===== src/rtl/bfis_ctrl_pkg.sv =====
// bfis_ctrl_pkg: shared state type, default sizes and command word layout for the BFIS query controller
package bfis_ctrl_pkg;

    typedef enum logic [2:0] {IDLE, LOAD, LAUNCH, RUN, DRAIN} state_t;

    localparam int DEFAULT_DIM   = 4;
    localparam int DEFAULT_K_MAX = 8;
    localparam int K_WORD_IDX    = DEFAULT_DIM + 1;

    // The k word follows the vertex word and the DIM query words.
    function automatic int k_word_idx(input int dim);
        return dim + 1;
    endfunction

endpackage


===== src/rtl/result_fifo.sv =====
// result_fifo: first-word fall-through FIFO holding engine results until the host pops them
module result_fifo #(
    parameter int DATA_WIDTH = 32,
    parameter int DEPTH      = 8
) (
    input  logic                  clk,
    input  logic                  rst_n,
    input  logic                  wr_en,
    input  logic [DATA_WIDTH-1:0] wr_data,
    input  logic                  rd_en,
    output logic [DATA_WIDTH-1:0] rd_data,
    output logic                  empty
);
    localparam int CW = $clog2(DEPTH) + 1;
    localparam int IW = (DEPTH > 1) ? $clog2(DEPTH) : 1;
    localparam logic [CW-1:0] LAST     = CW'(DEPTH - 1);
    localparam logic [CW-1:0] FULL_CNT = CW'(DEPTH);

    logic [DATA_WIDTH-1:0] mem [DEPTH];
    logic [CW-1:0] wr_ptr, rd_ptr, count;
    logic full, do_wr, do_rd;

    assign empty   = count == '0;
    assign full    = count == FULL_CNT;
    assign do_rd   = rd_en && !empty;
    assign do_wr   = wr_en && (!full || do_rd);
    assign rd_data = empty ? '0 : mem[rd_ptr[IW-1:0]];

    always_ff @(posedge clk or negedge rst_n) begin
        if (!rst_n) begin
            wr_ptr <= '0;
            rd_ptr <= '0;
            count  <= '0;
        end else begin
            if (do_wr) wr_ptr <= (wr_ptr == LAST) ? '0 : wr_ptr + 1'b1;
            if (do_rd) rd_ptr <= (rd_ptr == LAST) ? '0 : rd_ptr + 1'b1;
            count <= count + CW'(do_wr) - CW'(do_rd);
        end
    end

    always_ff @(posedge clk) begin
        if (do_wr) mem[wr_ptr[IW-1:0]] <= wr_data;
    end

endmodule


===== src/rtl/bfis_query_ctrl.sv =====
// bfis_query_ctrl: loads a search command, launches the engine, buffers its results and reports status
module bfis_query_ctrl
    import bfis_ctrl_pkg::*;
#(
    parameter int DIM            = DEFAULT_DIM,
    parameter int K_MAX          = DEFAULT_K_MAX,
    parameter int TIMEOUT_CYCLES = 65535
) (
    input  logic              clk_in,
    input  logic              rst_n_in,
    input  logic [31:0]       cmd_word_in,
    input  logic              cmd_valid_in,
    output logic              cmd_ready_out,
    output logic              eng_rst_out,
    output logic [31:0]       eng_vertex_id_out,
    output logic [DIM*32-1:0] eng_query_out,
    output logic [15:0]       eng_k_out,
    input  logic [31:0]       eng_result_in,
    input  logic              eng_valid_in,
    output logic [31:0]       res_data_out,
    output logic              res_valid_out,
    input  logic              res_ready_in,
    output logic              busy_out,
    output logic              done_out,
    output logic              timeout_out,
    output logic              err_out
);
    localparam int CW = $clog2(K_MAX) + 1;
    localparam int WW = $clog2(DIM + 2) + 1;
    localparam logic [WW-1:0] KIDX  = WW'(k_word_idx(DIM));
    localparam logic [15:0]   K_LIM = 16'(K_MAX);
    localparam logic [31:0]   TMO   = 32'(TIMEOUT_CYCLES);

    state_t state, state_nx;
    logic [WW-1:0] widx;
    logic [CW-1:0] cnt;
    logic [31:0] idle;
    logic [15:0] k_val;
    logic accept, k_word, push, cnt_hit, idle_hit, fifo_empty;

    assign accept   = cmd_valid_in && cmd_ready_out;
    assign k_word   = accept && state == LOAD && widx == KIDX;
    assign k_val    = cmd_word_in[15:0];
    assign push     = eng_valid_in && state == RUN;
    assign cnt_hit  = push && (16'(cnt) + 16'd1 == eng_k_out);
    assign idle_hit = state == RUN && !eng_valid_in && (idle + 32'd1 == TMO);

    assign res_valid_out = !fifo_empty;
    assign busy_out      = state == LAUNCH || state == RUN || state == DRAIN;
    assign done_out      = state == DRAIN && fifo_empty;

    always_comb begin
        state_nx = state;
        case (state)
            IDLE:    state_nx = accept ? LOAD : IDLE;
            LOAD:    state_nx = k_word ? (k_val == 16'd0 ? IDLE : LAUNCH) : LOAD;
            LAUNCH:  state_nx = RUN;
            RUN:     state_nx = (cnt_hit || idle_hit) ? DRAIN : RUN;
            DRAIN:   state_nx = fifo_empty ? IDLE : DRAIN;
            default: state_nx = IDLE;
        endcase
    end

    always_ff @(posedge clk_in or negedge rst_n_in) begin
        if (!rst_n_in) state <= IDLE;
        else           state <= state_nx;
    end

    // Engine stays in reset while we are in reset; launch is a registered one-cycle pulse.
    always_ff @(posedge clk_in or negedge rst_n_in) begin
        if (!rst_n_in) begin
            eng_rst_out       <= 1'b1;
            cmd_ready_out     <= 1'b0;
            widx              <= '0;
            cnt               <= '0;
            idle              <= '0;
            eng_vertex_id_out <= '0;
            eng_query_out     <= '0;
            eng_k_out         <= '0;
            timeout_out       <= 1'b0;
            err_out           <= 1'b0;
        end else begin
            eng_rst_out   <= state_nx == LAUNCH;
            cmd_ready_out <= state_nx == IDLE || state_nx == LOAD;
            if (accept && state == IDLE) begin
                eng_vertex_id_out <= cmd_word_in;
                widx              <= WW'(1);
                err_out           <= 1'b0;
                timeout_out       <= 1'b0;
            end
            if (accept && state == LOAD) begin
                for (int i = 0; i < DIM; i++)
                    if (widx == WW'(i + 1)) eng_query_out[i*32 +: 32] <= cmd_word_in;
                widx <= widx + 1'b1;
            end
            if (k_word) begin
                eng_k_out <= (k_val > K_LIM) ? K_LIM : k_val;
                err_out   <= (k_val == 16'd0) || (k_val > K_LIM);
            end
            if (state == LAUNCH) begin
                cnt  <= '0;
                idle <= '0;
            end
            if (push) cnt <= cnt + 1'b1;
            if (state == RUN) idle <= eng_valid_in ? '0 : idle + 32'd1;
            if (idle_hit) timeout_out <= 1'b1;
        end
    end

    result_fifo #(
        .DATA_WIDTH(32),
        .DEPTH     (K_MAX)
    ) u_fifo (
        .clk    (clk_in),
        .rst_n  (rst_n_in),
        .wr_en  (push),
        .wr_data(eng_result_in),
        .rd_en  (res_ready_in),
        .rd_data(res_data_out),
        .empty  (fifo_empty)
    );

endmodule


===== config.mk =====
export PLATFORM = sky130hd
export DESIGN_NAME = bfis_query_ctrl
export DESIGN_NICKNAME = d
export VERILOG_FILES = /design/src/rtl/bfis_ctrl_pkg.sv /design/src/rtl/result_fifo.sv /design/src/rtl/bfis_query_ctrl.sv
export SDC_FILE = /design/constraint.sdc
export NUM_CORES = 1
export LEC_CHECK = 0
export CAP_MARGIN = 30
export CORE_ASPECT_RATIO = 1.1
export CORE_MARGIN = 2
export CORE_UTILIZATION = 50
export CTS_BUF_LIST = sky130_fd_sc_hd__clkbuf_8 sky130_fd_sc_hd__clkbuf_16
export DETAILED_ROUTE_END_ITERATION = 10
export GPL_TIMING_DRIVEN = 1
export MAX_ROUTING_LAYER = met4
export PLACE_DENSITY = 0.74
export SYNTH_ARGS = -nofsm -noshare
export SYNTH_HDL_FRONTEND = slang
export SYNTH_SLANG_ARGS = --single-unit

===== constraint.sdc =====
create_clock -name clk_in -period 5.1 [get_ports clk_in]
set_clock_uncertainty 0.05 [all_clocks]
set_input_delay 1.02 -clock clk_in [delete_from_list [all_inputs] [get_ports clk_in]]
set_output_delay 1.02 -clock clk_in [all_outputs]
set_load 0.005 [all_outputs]

==> results of run 1 <==
-- power groups by stage --
stage,Clock (W),Combinational [W],Sequential (W)
after floorplan,0,0.00213,0.00544
after global placement,0,0.00431,0.00563
after detailed placement,0,0.00439,0.00568
after CTS,0.00382,0.00442,0.00561
after global routing,0.00396,0.00468,0.00571
final,0.00373,0.00435,0.00560
-- layer usage --
| layer | vias up | GRT usage [%] | routed length, um |
|---|---|---|---|
| met5 | - | - | 0 |
| met4 | 0 | 7.11 | 1230 |
| met3 | 73 | 4.77 | 2880 |
| met2 | 422 | 36.9 | 22500 |
| met1 | 6138 | 28.8 | 18900 |
| li1 | 5267 | - | - |
-- cells by family (layout without fill, tap and decap cells) --
kind of cell	count (synthesis)	in the layout	share of synthesized area [%]
XOR/XNOR	23	23	1.01
multiplexers	260	260	18.2
flip-flops	491	491	68.3
AND/OR/NAND/NOR	247	247	6.31
AO/OA/AOI/OAI	113	113	3.38
buffers and inverters	86	417	1.75
other	0	4	0
adder cells (fa/ha/maj)	16	16	1.05
-- worst max-delay path by stage --
stage                          start                end  slack (ns)  cells past startpoint
finish              u_fifo.rd_ptr[0]   res_data_out[21]        0.91                      5
global route        u_fifo.rd_ptr[0]   res_data_out[21]        0.71                      5
floorplan               eng_valid_in   u_fifo.mem[2][0]        0.24                      5
CTS                 u_fifo.rd_ptr[1]    res_data_out[3]        0.82                      5
detailed placement      eng_valid_in  u_fifo.mem[3][13]        1.14                      6
global placement        eng_valid_in  u_fifo.mem[3][14]        1.23                      6
-- layout make-up --
class / count / area (um^2) / area share (%)
multi-input cells: 659 / 6000 / 24.0
clock buffers: 54 / 1290 / 5.17
repair buffers: 309 / 3060 / 12.2
clock inverters: 35 / 395 / 1.58
inverters: 19 / 71.3 / 0.285
flip-flops and latches: 491 / 13600 / 54.2
well taps: 507 / 634 / 2.53
diodes: 4 / 10.0 / 0.0400
-- stage by stage --
stage               cell area [um^2]  hold slack, ns  std cells  worst slack [ns]  utilization (%)
global route                   25000           0.466       2078             0.707             63.9
detailed placement             23300           0.441       1985              1.14             59.6
finish                         25000           0.413       2078             0.915             63.9
global placement               23300           0.436       1985              1.23             59.6
floorplan                      19900           0.414       1236             0.240                -
CTS                            25000           0.456       2074             0.824             63.9
-- synthesized netlist by cell type (all sizes together), types with 8 or more instances --
| cell | instances |
|---|---|
| edfxtp | 256 |
| dfrtp | 234 |
| mux2 | 164 |
| nand2 | 66 |
| mux4 | 64 |
| nor2 | 61 |
| o21ai | 60 |
| clkbuf | 38 |
| mux2i | 32 |
| buf | 29 |
| nand3 | 22 |
| inv | 19 |
| ha | 15 |
| nor2b | 15 |
| nor3 | 15 |
| xnor2 | 15 |
| a21oi | 13 |
| and3 | 13 |
| nand4 | 12 |
| nor4 | 8 |
| xor2 | 8 |
-- flip-flops by register name, indices dropped and copies added, names as in the netlist, 4 cells and up --
name	cells
idle	32
eng_vertex_id_out	32
u_fifo.rd_ptr	4
widx	4
u_fifo.mem	256
u_fifo.count	4
cnt	4
eng_k_out	16
eng_query_out	128
u_fifo.wr_ptr	4
-- critical path: stages (launching register included) --
cell	delay, ns
dfrtp_4	0.72
buf_12	0.39
mux4_2	0.55
mux2i_1	0.32
nor2_1	0.07
clkdlybuf4s50_1	0.47
==> results_dict.tcl, run 1 <==
set metrics [dict create \
    setup_viol 0 \
    critPathMaxFanout 45 \
    io_buffers 283 \
    syn_area_per_cell_um2 16.1 \
    overflow 0 \
    clk_latency_ns 0.58 \
    grt_pass1_vias 12200 \
    comb_power_share_pct 31.8 \
    arrival_ns 3.12 \
    cts_root_buf "clkbuf_16" \
    cts_resized 0 \
    p_sw_w 0.00381 \
    rsz0062_at_grt "false" \
    fin_crit_sh_pct 82.1 \
    place_congestion 0.804 \
    cts-hold-fix-buffers 0 \
    fillers 2820 \
    timing.rr.end "u_fifo.mem[3][25]" \
    core_area_um2 39200 \
    critPathKind "flip-flop to output pin" \
    max_freq_mhz 239 \
    grtUsageTotal_pct 22.7 \
    synth-edff-count 256 \
    sw_frac_of_total_pct 27.9 \
    p_per_area_nw_per_um2 546 \
    syn_to_final_growth_pct 26.1 \
    synth_area_um2 19900 \
    clockBufferDepth 3 \
    ys_seq_area_share_pct 68.3 \
    p_leak_nw 9.72 \
    synthFlopType "edfxtp_1" \
    die_y_um 213 \
    intPower_w 0.00987 \
    die_area_um2 41300 \
    synth.distinct_cells 53 \
    most-common-layout-cells "282 x clkdlybuf4s50_1, 256 x edfxtp_1, 231 x dfrtp_1" \
    synth_cells 1236 \
    die_w_um 194 \
    drt_iter0_markers 673 \
    num_rows 76 \
    reg2reg_depth 9 \
    grt_pass1_wl_um 70500 \
    synthArstFlopShare_pct 47.9 \
    start_util_pct 50.7 \
    postCtsSetupRepairBufs 0 \
    viasPerCell 5.73 \
    status "completed" \
    drive_gt1_share_pct 22.5 \
    drv_slew 0 \
    synth_area_leaders "edfxtp_1 39%, dfrtp_1 29%, mux2_2 9.3%, mux4_2 7.3%, mux2i_1 1.6%" \
    antenna_left 0 \
    slew-limit-headroom_pct 31.6 \
    p_clk_share_pct 27.3 \
    layout_commonest_cell "clkdlybuf4s50_1" \
    ys_warn_count 0 \
    power_w 0.0137 \
    required_ns 4.03 \
    drc 0 \
    min_period_ns 4.19 \
    rrSetupSlack_ns 1.86 \
    seqPwrFrac_pct 40.9 \
    r2r_start "u_fifo.count[2]" \
    vias 11900 \
    hold_viol 0 \
    worst_pin_slew_ns 1.03 \
    cp-start-kind "flip-flop" \
    setup_tns_ns 0 \
    maxCapViolations 0 \
    wl_um 45500 \
    setup.worst_path.end_class "output pin" \
    cts_tree "done" \
    drt_pass1_iterations 5 \
    synth_seq_cells 491 \
    synth_top_area_cell "edfxtp_1" \
    hp-class "primary input to async pin" \
    routedWlPerCell_um 21.9 \
    cts.sinks 491 \
    dp_hpwl_um 28900 \
    ioPinCount 284 \
    synth_nets 1321 \
    htreeDepth 2 \
    grt_antenna_before_repair 4 \
    cts_buffers 49 \
    fin_nets 1614 \
    clk_pin_slew_ns 0.06 \
    peakVddDrop_v 0.000401 \
    grt_max_degree 108 \
    synth.top_cell.area_share_pct 38.7 \
]
(Power assumes the default switching activity.)
==> inputs of run 2 (changes only) <==
==> constraint.sdc (replaced) <==
create_clock -name clk_in -period 4.3 [get_ports clk_in]
set_clock_uncertainty 0.05 [all_clocks]
set_input_delay 0.86 -clock clk_in [delete_from_list [all_inputs] [get_ports clk_in]]
set_output_delay 0.86 -clock clk_in [all_outputs]
set_load 0.005 [all_outputs]
==> results_dict.tcl, run 2 (same netlist as run 1, synthesis figures left out) <==
set metrics [dict create \
    power_w 0.0160 \
    dp_hpwl_um 29100 \
    clockBufferDepth 3 \
    maxCapViolations 0 \
    grt_antenna_before_repair 1 \
    drt_pass1_iterations 5 \
    hold_viol 0 \
    grtUsageTotal_pct 22.5 \
    dr_wl_met3_um 2820 \
    htreeDepth 2 \
    p_clk_share_pct 26.3 \
    cts_tree "done" \
    overflow 0 \
    reg2reg_depth 8 \
    cts_buffers 49 \
    cts.sinks 491 \
    drive_gt1_share_pct 22.4 \
    clk_latency_ns 0.59 \
    fin_nets 1620 \
    worst_pin_slew_ns 0.813 \
    peakVddDrop_v 0.000433 \
    final_cell_area_um2 25100 \
    dp_cells 1991 \
    rrSetupSlack_ns 1.44 \
    die_area_um2 41300 \
    max_freq_mhz 247 \
    hp-class "primary input to async pin" \
    setup_viol 0 \
    setup_tns_ns 0 \
    critPathSlowestCell "dfrtp_4" \
    required_ns 3.39 \
    cts_root_buf "clkbuf_16" \
    timing.rr.end "state[1]" \
    crit_cells 5 \
    clk_pin_slew_ns 0.06 \
    slew-limit-headroom_pct 45.8 \
    postCtsSetupRepairBufs 0 \
    maxUsedRoutingLayer "met4" \
    routedWlPerCell_um 21.6 \
    fillers 2812 \
    crit_path_start "u_fifo.rd_ptr[0]" \
    path_cells "buf_4, mux4_2, mux2i_1, nor2_1, clkdlybuf4s50_1" \
    grt_pass1_vias 12100 \
    crit_end "res_data_out[11]" \
    vias 11700 \
    ioPinCount 284 \
    wl_um 45000 \
    register_area_um2 13600 \
    viasPerCell 5.64 \
    setup.worst_path.end_class "output pin" \
    place_area_um2 23500 \
    p_per_area_nw_per_um2 638 \
    r2r_start "state[2]" \
    multi_input_area_um2 6040 \
    slowest_delay_ns 0.94 \
    start_util_pct 50.7 \
    intPower_w 0.0115 \
    critPathKind "flip-flop to output pin" \
    drv_slew 0 \
    cp-start-kind "flip-flop" \
    cts_resized 0 \
    critPathMaxFanout 41 \
    layoutNonFillerInstCount 2081 \
    sw_frac_of_total_pct 28.0 \
    wl_met2_um 22400 \
    num_rows 76 \
    seqPwrFrac_pct 41.0 \
    drt_iter0_markers 752 \
    wl_met1_um 18500 \
    arrival_ns 3.14 \
    cts-hold-fix-buffers 0 \
    status "completed" \
    p_sw_w 0.00448 \
    antenna_left 0 \
    place_congestion 0.791 \
    rsz0062_at_grt "false" \
    grt_max_degree 104 \
    die_y_um 213 \
    min_period_ns 4.05 \
    layout_commonest_cell "clkdlybuf4s50_1" \
    cp_num_buf_inv 2 \
    most-common-layout-cells "282 x clkdlybuf4s50_1, 256 x edfxtp_1, 231 x dfrtp_1" \
    largest_reg_flops 256 \
    fin_crit_sh_pct 94.3 \
    path_delay_family "flip-flops" \
    comb_power_share_pct 32.7 \
    syn_to_final_growth_pct 26.5 \
    die_w_um 194 \
    io_buffers 283 \
    drc 0 \
    p_leak_nw 9.77 \
    core_area_um2 39200 \
    grt_pass1_wl_um 69900 \
]
==> run 2: cell count changes in the layout (fill, tap and decap cells not counted), sizes merged <==
| cell | before | now |
|---|---|---|
| buf | 27 | 33 |
| bufinv | 8 | 4 |
| clkbuf | 54 | 56 |
| clkinv | 11 | 16 |
| clkinvlp | 4 | 0 |
| diode | 4 | 1 |
| inv | 31 | 32 |
==> run 2: worst reg2reg max path: stages, from the launching register on <==
cell     delay, ns
dfrtp_1       0.45
nor2b_1       0.17
buf_4         0.27
nand2_1       0.10
or2_2         0.56
nor2_1        0.25
nand4_1       0.11
or4_4         0.55
a31o_1        0.23
==> run 2: cell type report <==
| cell class | instances | area share, % |
|---|---|---|
| flip-flops and latches | 491 | 54.1 |
| multi-input cells | 659 | 24.0 |
| repair buffers | 315 | 12.7 |
| clock buffers | 56 | 5.31 |
| well taps | 507 | 2.53 |
| clock inverters | 33 | 1.12 |
| inverters | 19 | 0.284 |
| diodes | 1 | 0.00996 |
==> run 2: layer usage <==
| metal | vias to the layer above | track usage, % |
|---|---|---|
| met3 | 86 | 4.31 |
| met1 | 5941 | 28.4 |
| met5 | - | - |
| li1 | 5287 | - |
| met2 | 423 | 37.2 |
| met4 | 0 | 7.58 |
==> run 2: how the worst min path moves through the flow <==
stage | depth (start not counted) | start | endpoint
floorplan | 1 | idle[6] | idle[6]
global placement | 1 | eng_query_out[0] | eng_query_out[0]
detailed placement | 1 | eng_query_out[1] | eng_query_out[1]
CTS | 1 | rst_n_in | eng_vertex_id_out[26]
global route | 1 | rst_n_in | eng_query_out[94]
finish | 1 | rst_n_in | eng_query_out[94]
==> run 2: power by group through the flow <==
stage	Clock (W)	Combinational, W	Sequential [W]
after CTS	0.00431	0.00533	0.00658
after global routing	0.00449	0.00565	0.00671
after floorplan	0	0.00253	0.00645
after global placement	0	0.00519	0.00662
after detailed placement	0	0.00529	0.00666
final	0.00421	0.00524	0.00657
==> run 2: stage by stage <==
step | worst slack (ns) | util (%) | hold WS, ns
finish | 0.247 | 64.1 | 0.273
global route | 0.0149 | 64.1 | 0.325
CTS | 0.141 | 64.1 | 0.287
detailed placement | 0.800 | 60.0 | 0.441
global placement | 0.804 | 60.0 | 0.437
floorplan | 0.473 | - | 0.414
==> inputs of run 3 (changes only) <==
--- a/config.mk
+++ b/config.mk
@@ -8,12 +8,11 @@
 export CAP_MARGIN = 30
 export CORE_ASPECT_RATIO = 1.1
 export CORE_MARGIN = 2
-export CORE_UTILIZATION = 50
+export CORE_UTILIZATION = 35
 export CTS_BUF_LIST = sky130_fd_sc_hd__clkbuf_8 sky130_fd_sc_hd__clkbuf_16
 export DETAILED_ROUTE_END_ITERATION = 10
 export GPL_TIMING_DRIVEN = 1
 export MAX_ROUTING_LAYER = met4
-export PLACE_DENSITY = 0.74
 export SYNTH_ARGS = -nofsm -noshare
 export SYNTH_HDL_FRONTEND = slang
 export SYNTH_SLANG_ARGS = --single-unit
==> results_dict.tcl, run 3 (same netlist as run 1, synthesis figures left out) <==
set metrics [dict create \
    min_period_ns 4.08 \
    syn_to_final_growth_pct 29.6 \
    postCtsSetupRepairBufs 0 \
    io_buffers 283 \
    vias 11600 \
    drv_slew 0 \
    hp-class "primary input to async pin" \
    clk_pin_slew_ns 0.06 \
    rsz0062_at_grt "false" \
    r2r_start "u_fifo.count[2]" \
    htreeDepth 2 \
    critPathKind "flip-flop to output pin" \
    cp-start-kind "flip-flop" \
    required_ns 3.39 \
    cts_tree "done" \
    worst_pin_slew_ns 0.879 \
    max_freq_mhz 245 \
    setup.worst_path.end_class "output pin" \
    p_leak_nw 9.90 \
    place_congestion 0.802 \
    critPathMaxFanout 34 \
    rrSetupSlack_ns 1.28 \
    reg2reg_depth 9 \
    peakVddDrop_v 0.000504 \
    die_y_um 254 \
    largest_reg_flops 256 \
    ioPinCount 284 \
    drt_iter0_markers 714 \
    timing.rr.end "u_fifo.mem[4][2]" \
    grt_max_degree 112 \
    drive_gt1_share_pct 23.4 \
    p_per_area_nw_per_um2 650 \
    dp_hpwl_um 30100 \
    overflow 0 \
    fin_crit_sh_pct 94.9 \
    viasPerCell 4.98 \
    wl_um 46100 \
    setup_tns_ns 0 \
    place_area_um2 23800 \
    dp_cells 2231 \
    grtUsageTotal_pct 16.0 \
    die_area_um2 58700 \
    clockBufferDepth 3 \
    grt_antenna_before_repair 2 \
    cts_buffers 52 \
    cts_root_buf "clkbuf_16" \
    start_util_pct 35.4 \
    setup_viol 0 \
    num_rows 91 \
    layoutNonFillerInstCount 2331 \
    core_area_um2 56100 \
    arrival_ns 3.17 \
    cts.sinks 491 \
    slew-limit-headroom_pct 41.4 \
    drc 0 \
    grt_pass1_wl_um 70400 \
    layout_commonest_cell "clkdlybuf4s50_1" \
    hold_viol 0 \
    maxCapViolations 0 \
    grt_pass1_vias 11800 \
    clk_latency_ns 0.61 \
    drt_pass1_iterations 5 \
    setup_slack_ns 0.221 \
    routedWlPerCell_um 19.8 \
    status "completed" \
    cts-hold-fix-buffers 0 \
    fin_nets 1626 \
    most-common-layout-cells "282 x clkdlybuf4s50_1, 256 x edfxtp_1, 231 x dfrtp_1" \
    final_cell_area_um2 25700 \
    cts_resized 0 \
    antenna_left 0 \
    pre_cts_ws_ns 0.733 \
    die_w_um 231 \
]
run 3: cell types whose count changed in the layout (fill, tap and decap cells not counted), sizes merged:
cell	delta
buf	+3
bufinv	+7
clkbuf	+3
clkinvlp	+3
diode	+1
inv	-4
run 3: final cells by class:
| type | instances | area [um^2] |
|---|---|---|
| Antenna cell | 2 | 5.00 |
| Tap cell | 744 | 931 |
| Clock inverter | 39 | 534 |
| Timing Repair Buffer | 318 | 3190 |
| Multi-Input combinational cell | 659 | 6040 |
| Fill cell | 4900 | 30400 |
| Inverter | 19 | 71.3 |
| Clock buffer | 59 | 1400 |
| Sequential cell | 491 | 13600 |
run 3: worst max-delay path, cell delays in order, from the launching register on:
cell             delay (ns)
dfrtp_4                0.85
buf_4                  0.34
mux4_2                 0.52
mux2i_1                0.30
nor2_1                 0.07
clkdlybuf4s50_1        0.46
run 3: how the worst max path moves through the flow:
stage,start,cells past startpoint,endpoint
3_3_place_gp,eng_valid_in,6,u_fifo.mem[4][16]
6_report,u_fifo.rd_ptr[0],5,res_data_out[7]
4_1_cts,u_fifo.rd_ptr[0],5,res_data_out[7]
3_5_place_dp,eng_valid_in,6,u_fifo.mem[4][20]
2_1_floorplan,eng_valid_in,6,u_fifo.wr_ptr[3]
5_1_grt,u_fifo.rd_ptr[0],5,res_data_out[23]
run 3: through the flow:
| step | hold WS (ns) | util (%) | power [W] |
|---|---|---|---|
| finish | 0.267 | 45.9 | 0.0167 |
| global route | 0.322 | 45.9 | 0.0176 |
| CTS | 0.292 | 45.9 | 0.0170 |
| detailed placement | 0.442 | 42.4 | 0.0120 |
| global placement | 0.436 | 42.4 | 0.0119 |
| floorplan | 0.414 | - | 0.00898 |
run 3: metal layers:
metal	vias to the layer above	track usage [%]	routed length, um
met5	-	-	0
li1	5294	-	-
met1	5905	20.8	20300
met3	57	3.06	2820
met2	352	25.8	22200
met4	0	4.22	755
run 3: where the power goes:
part / leakage (nW) / switching (W) / total, W / internal, W
Combinational: 3.61 / 0.00200 / 0.00523 / 0.00322
Sequential: 5.33 / 0.000673 / 0.00654 / 0.00587
Clock: 0.952 / 0.00193 / 0.00495 / 0.00302
Total: 9.90 / 0.00461 / 0.0167 / 0.0121
==> RTL edit 1: new RTL, settings of run 3 <==
The package constant `DEFAULT_K_MAX` goes from 8 to 16.
--- a/src/rtl/bfis_ctrl_pkg.sv
+++ b/src/rtl/bfis_ctrl_pkg.sv
@@ -5,5 +5,5 @@
 
     localparam int DEFAULT_DIM   = 4;
-    localparam int DEFAULT_K_MAX = 8;
+    localparam int DEFAULT_K_MAX = 16;
     localparam int K_WORD_IDX    = DEFAULT_DIM + 1;
 
Function: no difference found for any inputs over 4 cycles, from zero or initial values and one cycle with rst_n_in low; that may be too few to reach the edited logic, so the function may still have changed.
==> RTL edit 1 against run 3 <==
- routed wire length grew 51%
- synthesized area grew 50%
- total power grew 38%
- worst setup slack lost 78 ps
- design area grew 45%
- non-clock buffer count grew 19
- sequential cell count grew 260
- critical endpoint is now res_data_out[13]
- largest power group unchanged
==> RTL edit 1: results (changes against run 3) <==
| Metric | Value |
|---|---|
| Vias per cell | `5.05 (+1.4%)` |
| Outcome | `complete, no violations` |
| Post-synth top cells | `edfxtp_1, dfrtp_1, mux2_2, mux4_2, nand2_1` |
| Inverters | `21 (+2)` |
| Final worst path period need | `4160 ps (+77.6 ps)` |
| Seq area share | `57.4% (+4.7 points)` |
| Net Count, Synth | `1696 (+28%)` |
| Layout clock buffers | `91 (+54%)` |
| RR Endpoint | `u_fifo.mem[15][24]$_DFFE_PP_` |
| Setup crit end | `res_data_out[13]` |
| Compound-gate portion of the synthesized area | `2.17% (-1.2 points)` |
| Comb_multi_in | `755 (+15%)` |
| Asr flop ratio synth | `31.8% (-16 points)` |
| Slew margin rel. | `35.4% (-5.9 points)` |
| Sequential-to-total area share from yosys stat | `71.6% (+3.2 points)` |
| CP top delay family | `multiplexers` |
| First-pass GRT wire length | `105000 um (+49%)` |
| Area of the multi-input gates | `0.00821 mm2 (+36%)` |
| Vias in the first global route | `16500 (+40%)` |
| Synth cell types | `63 (+19%)` |
| Initial antenna violation count | `6 (+4)` |
| H-tree Lvls | `3 (+1)` |
| Via count | `15900 (+37%)` |
| Placer Congestion | `0.828 (+3.3%)` |
| Final non-clock buffer share | `9.49% (-2.9 points)` |
| Syn Inst Count | `1608 (+30%)` |
| Internal reg-to-reg setup slack | `1070 ps (-210 ps)` |
| Number of non-clock buffers | `337 (+6.0%)` |
| Arrival @ worst endpoint | `3250 ps (+80 ps)` |
| Leakage power | `0.0132 uW (+33%)` |
| Dominant cells by area after synthesis | `edfxtp_1, dfrtp_1, mux4_2` |
| Design area | `0.0372 mm2 (+45%)` |
| Seq cells post-synth | `751 (+53%)` |
| Setup slack at placement | `466 ps (-267 ps)` |
| Initial Util | `35.3% (-0.12 points)` |
| R2R Path Start | `state[1]$_DFF_PN0_` |
| Worst VDD drop | `359 uV (-29%)` |
| DR iter-0 viols | `968 (+36%)` |
| CP Max Fanout | `36 (+5.9%)` |
| Nets | `2033 (+25%)` |
| Syn Area/Cell | `18.6 um2 (+16%)` |
| Post-CTS Setup Bufs | `2 (+2)` |
| Routed WL | `69500 um (+51%)` |
| Layout cells sized above 1 | `26.7% (+3.3 points)` |
| ClkCell Share | `6.99% (-0.52 points)` |
| Post-Synth Adder-Cell Area | `0.822% (-0.22 points)` |
| DP Cell Count | `3002 (+35%)` |
| Crit path launch | `u_fifo.rd_ptr[1]$_DFFE_PN0P_` |
| Worst path max stage delay | `720 ps (-130 ps)` |
| FILL cells | `7385 (+51%)` |
| CTS Buf Count | `79 (+52%)` |
| Total GRT Usage | `16.3% (+0.34 points)` |
| DP Wirelength | `43600 um (+45%)` |
==> RTL edit 1: cell count changes after synthesis, moves of 9 or more <==
cell | run 3 | this run
edfxtp_1 | 256 | 512
mux4_2 | 64 | 160
and2_1 | 4 | 45
mux2i_1 | 32 | 0
nor2_1 | 61 | 42
nand2_1 | 66 | 79
and3_1 | 13 | 4
nor2b_1 | 15 | 6
==> RTL edit 1: per-layer routing <==
metal | track usage (%) | vias to the layer above | wire (um)
met1 | 20.1 | 8301 | 28500
met5 | - | - | 0
met2 | 27.1 | 496 | 35000
met4 | 5.35 | 0 | 1790
li1 | - | 6996 | -
met3 | 3.32 | 116 | 4290
==> RTL edit 1: power by group through the flow <==
stage          clock network, uW  registers, uW  logic, uW
6_report                    6750           9320       7070
3_3_place_gp                   0           9440       7080
5_1_grt                     7220           9440       7660
2_1_floorplan                  0           9250       3750
3_5_place_dp                   0           9490       7150
4_1_cts                     6940           9330       7230
==> RTL edit 2: new RTL, config.mk and constraints of run 3 <==
Made on the original files. The 5 states of `state_t` get a one-hot encoding in 5 bits.
--- a/src/rtl/bfis_ctrl_pkg.sv
+++ b/src/rtl/bfis_ctrl_pkg.sv
@@ -2,5 +2,5 @@
 package bfis_ctrl_pkg;
 
-    typedef enum logic [2:0] {IDLE, LOAD, LAUNCH, RUN, DRAIN} state_t;
+    typedef enum logic [4:0] {IDLE = 5'b00001, LOAD = 5'b00010, LAUNCH = 5'b00100, RUN = 5'b01000, DRAIN = 5'b10000} state_t;
 
     localparam int DEFAULT_DIM   = 4;
Formal check against the unedited RTL: same outputs for any inputs over 4 cycles, from zero or initial values and one cycle with rst_n_in low; so few cycles prove little.
==> RTL edit 2 against run 3 <==
- design area is 0.87% higher
- clock power is 4.4% lower
- synthesized area is 1.5% higher
- total power is 12% lower
- sequential cell count is 2 higher
- fmax is 4.5% higher
- routed wire length is 7.4% higher
- worst setup slack better by 180 ps
==> RTL edit 2: results (changes against run 3) <==
| Metric | Value |
|---|---|
| Outcome | `complete, no violations` |
| Layout cells sized above 1 | `20.3% (-3.1 points)` |
| DP Cell Count | `2333 (+4.6%)` |
| Met1 GRT Util | `22.5% (+1.8 points)` |
| Met2 Use GR | `27.3% (+1.5 points)` |
| Largest net degree at the start of global routing | `125 (+12%)` |
| Internal power | `10700 uW (-11%)` |
| Comb_multi_in | `758 (+15%)` |
| Setup slack at placement | `715 ps (-18.2 ps)` |
| First-pass GRT wire length | `76500 um (+8.7%)` |
| Final non-clock buffer share | `12.5% (+0.076 points)` |
| CTS sink count | `493 (+0.41%)` |
| Mapped cell area | `0.0201 mm2 (+1.5%)` |
| FILL cells | `5069 (+3.4%)` |
| Post-synth top cells | `edfxtp_1, dfrtp_1, nand2_1` |
| DRT Pass-1 Iters | `6 (+1)` |
| CP Max Fanout | `35 (+2.9%)` |
| Clock power share | `32.2% (+2.6 points)` |
| CTS Buf Count | `53 (+1.9%)` |
| Nets | `1722 (+5.9%)` |
| Syn Area/Cell | `15.1 um2 (-6.3%)` |
| Initial antenna violation count | `0 (-2)` |
| Post-synthesis xor/xnor area fraction | `1.22% (+0.20 points)` |
| Total GRT Usage | `17.1% (+1.1 points)` |
| Post-Synth Adder-Cell Area | `1.03% (-0.015 points)` |
| Vias per cell | `5.05 (+1.4%)` |
| Vias in the first global route | `12600 (+6.1%)` |
| Number of non-clock buffers | `316 (-0.63%)` |
| WL/cell | `20.4 um (+3.1%)` |
| Ant diodes | `0 (-2)` |
| DR iter-0 viols | `797 (+12%)` |
RTL edit 2: worst max-delay path: cells and delay by family, from the launching register on:
kind                   cells  cell delay (ps)
multiplexers               2              600
buffers and inverters      2              780
AND/OR/NAND/NOR            1               80
flip-flops                 1              960
RTL edit 2: worst paths after layout:
path / end / slack [ps] / cells after the start / from
max: res_data_out[3] / 400 / 5 / u_fifo.rd_ptr[1]$_DFFE_PN0P_
min in group clk_in: eng_vertex_id_out[23]$_DFFE_PN0P_ / 420 / 2 / eng_vertex_id_out[23]$_DFFE_PN0P_
max reg2reg: state[3]$_DFF_PN0_ / 1040 / 8 / idle[0]$_DFFE_PN0P_
min reg2reg: eng_vertex_id_out[23]$_DFFE_PN0P_ / 420 / 2 / eng_vertex_id_out[23]$_DFFE_PN0P_
min: eng_query_out[120]$_DFFE_PN0P_ / 310 / 1 / rst_n_in
max in group asynchronous: u_fifo.rd_ptr[0]$_DFFE_PN0P_ / 2820 / 2 / rst_n_in
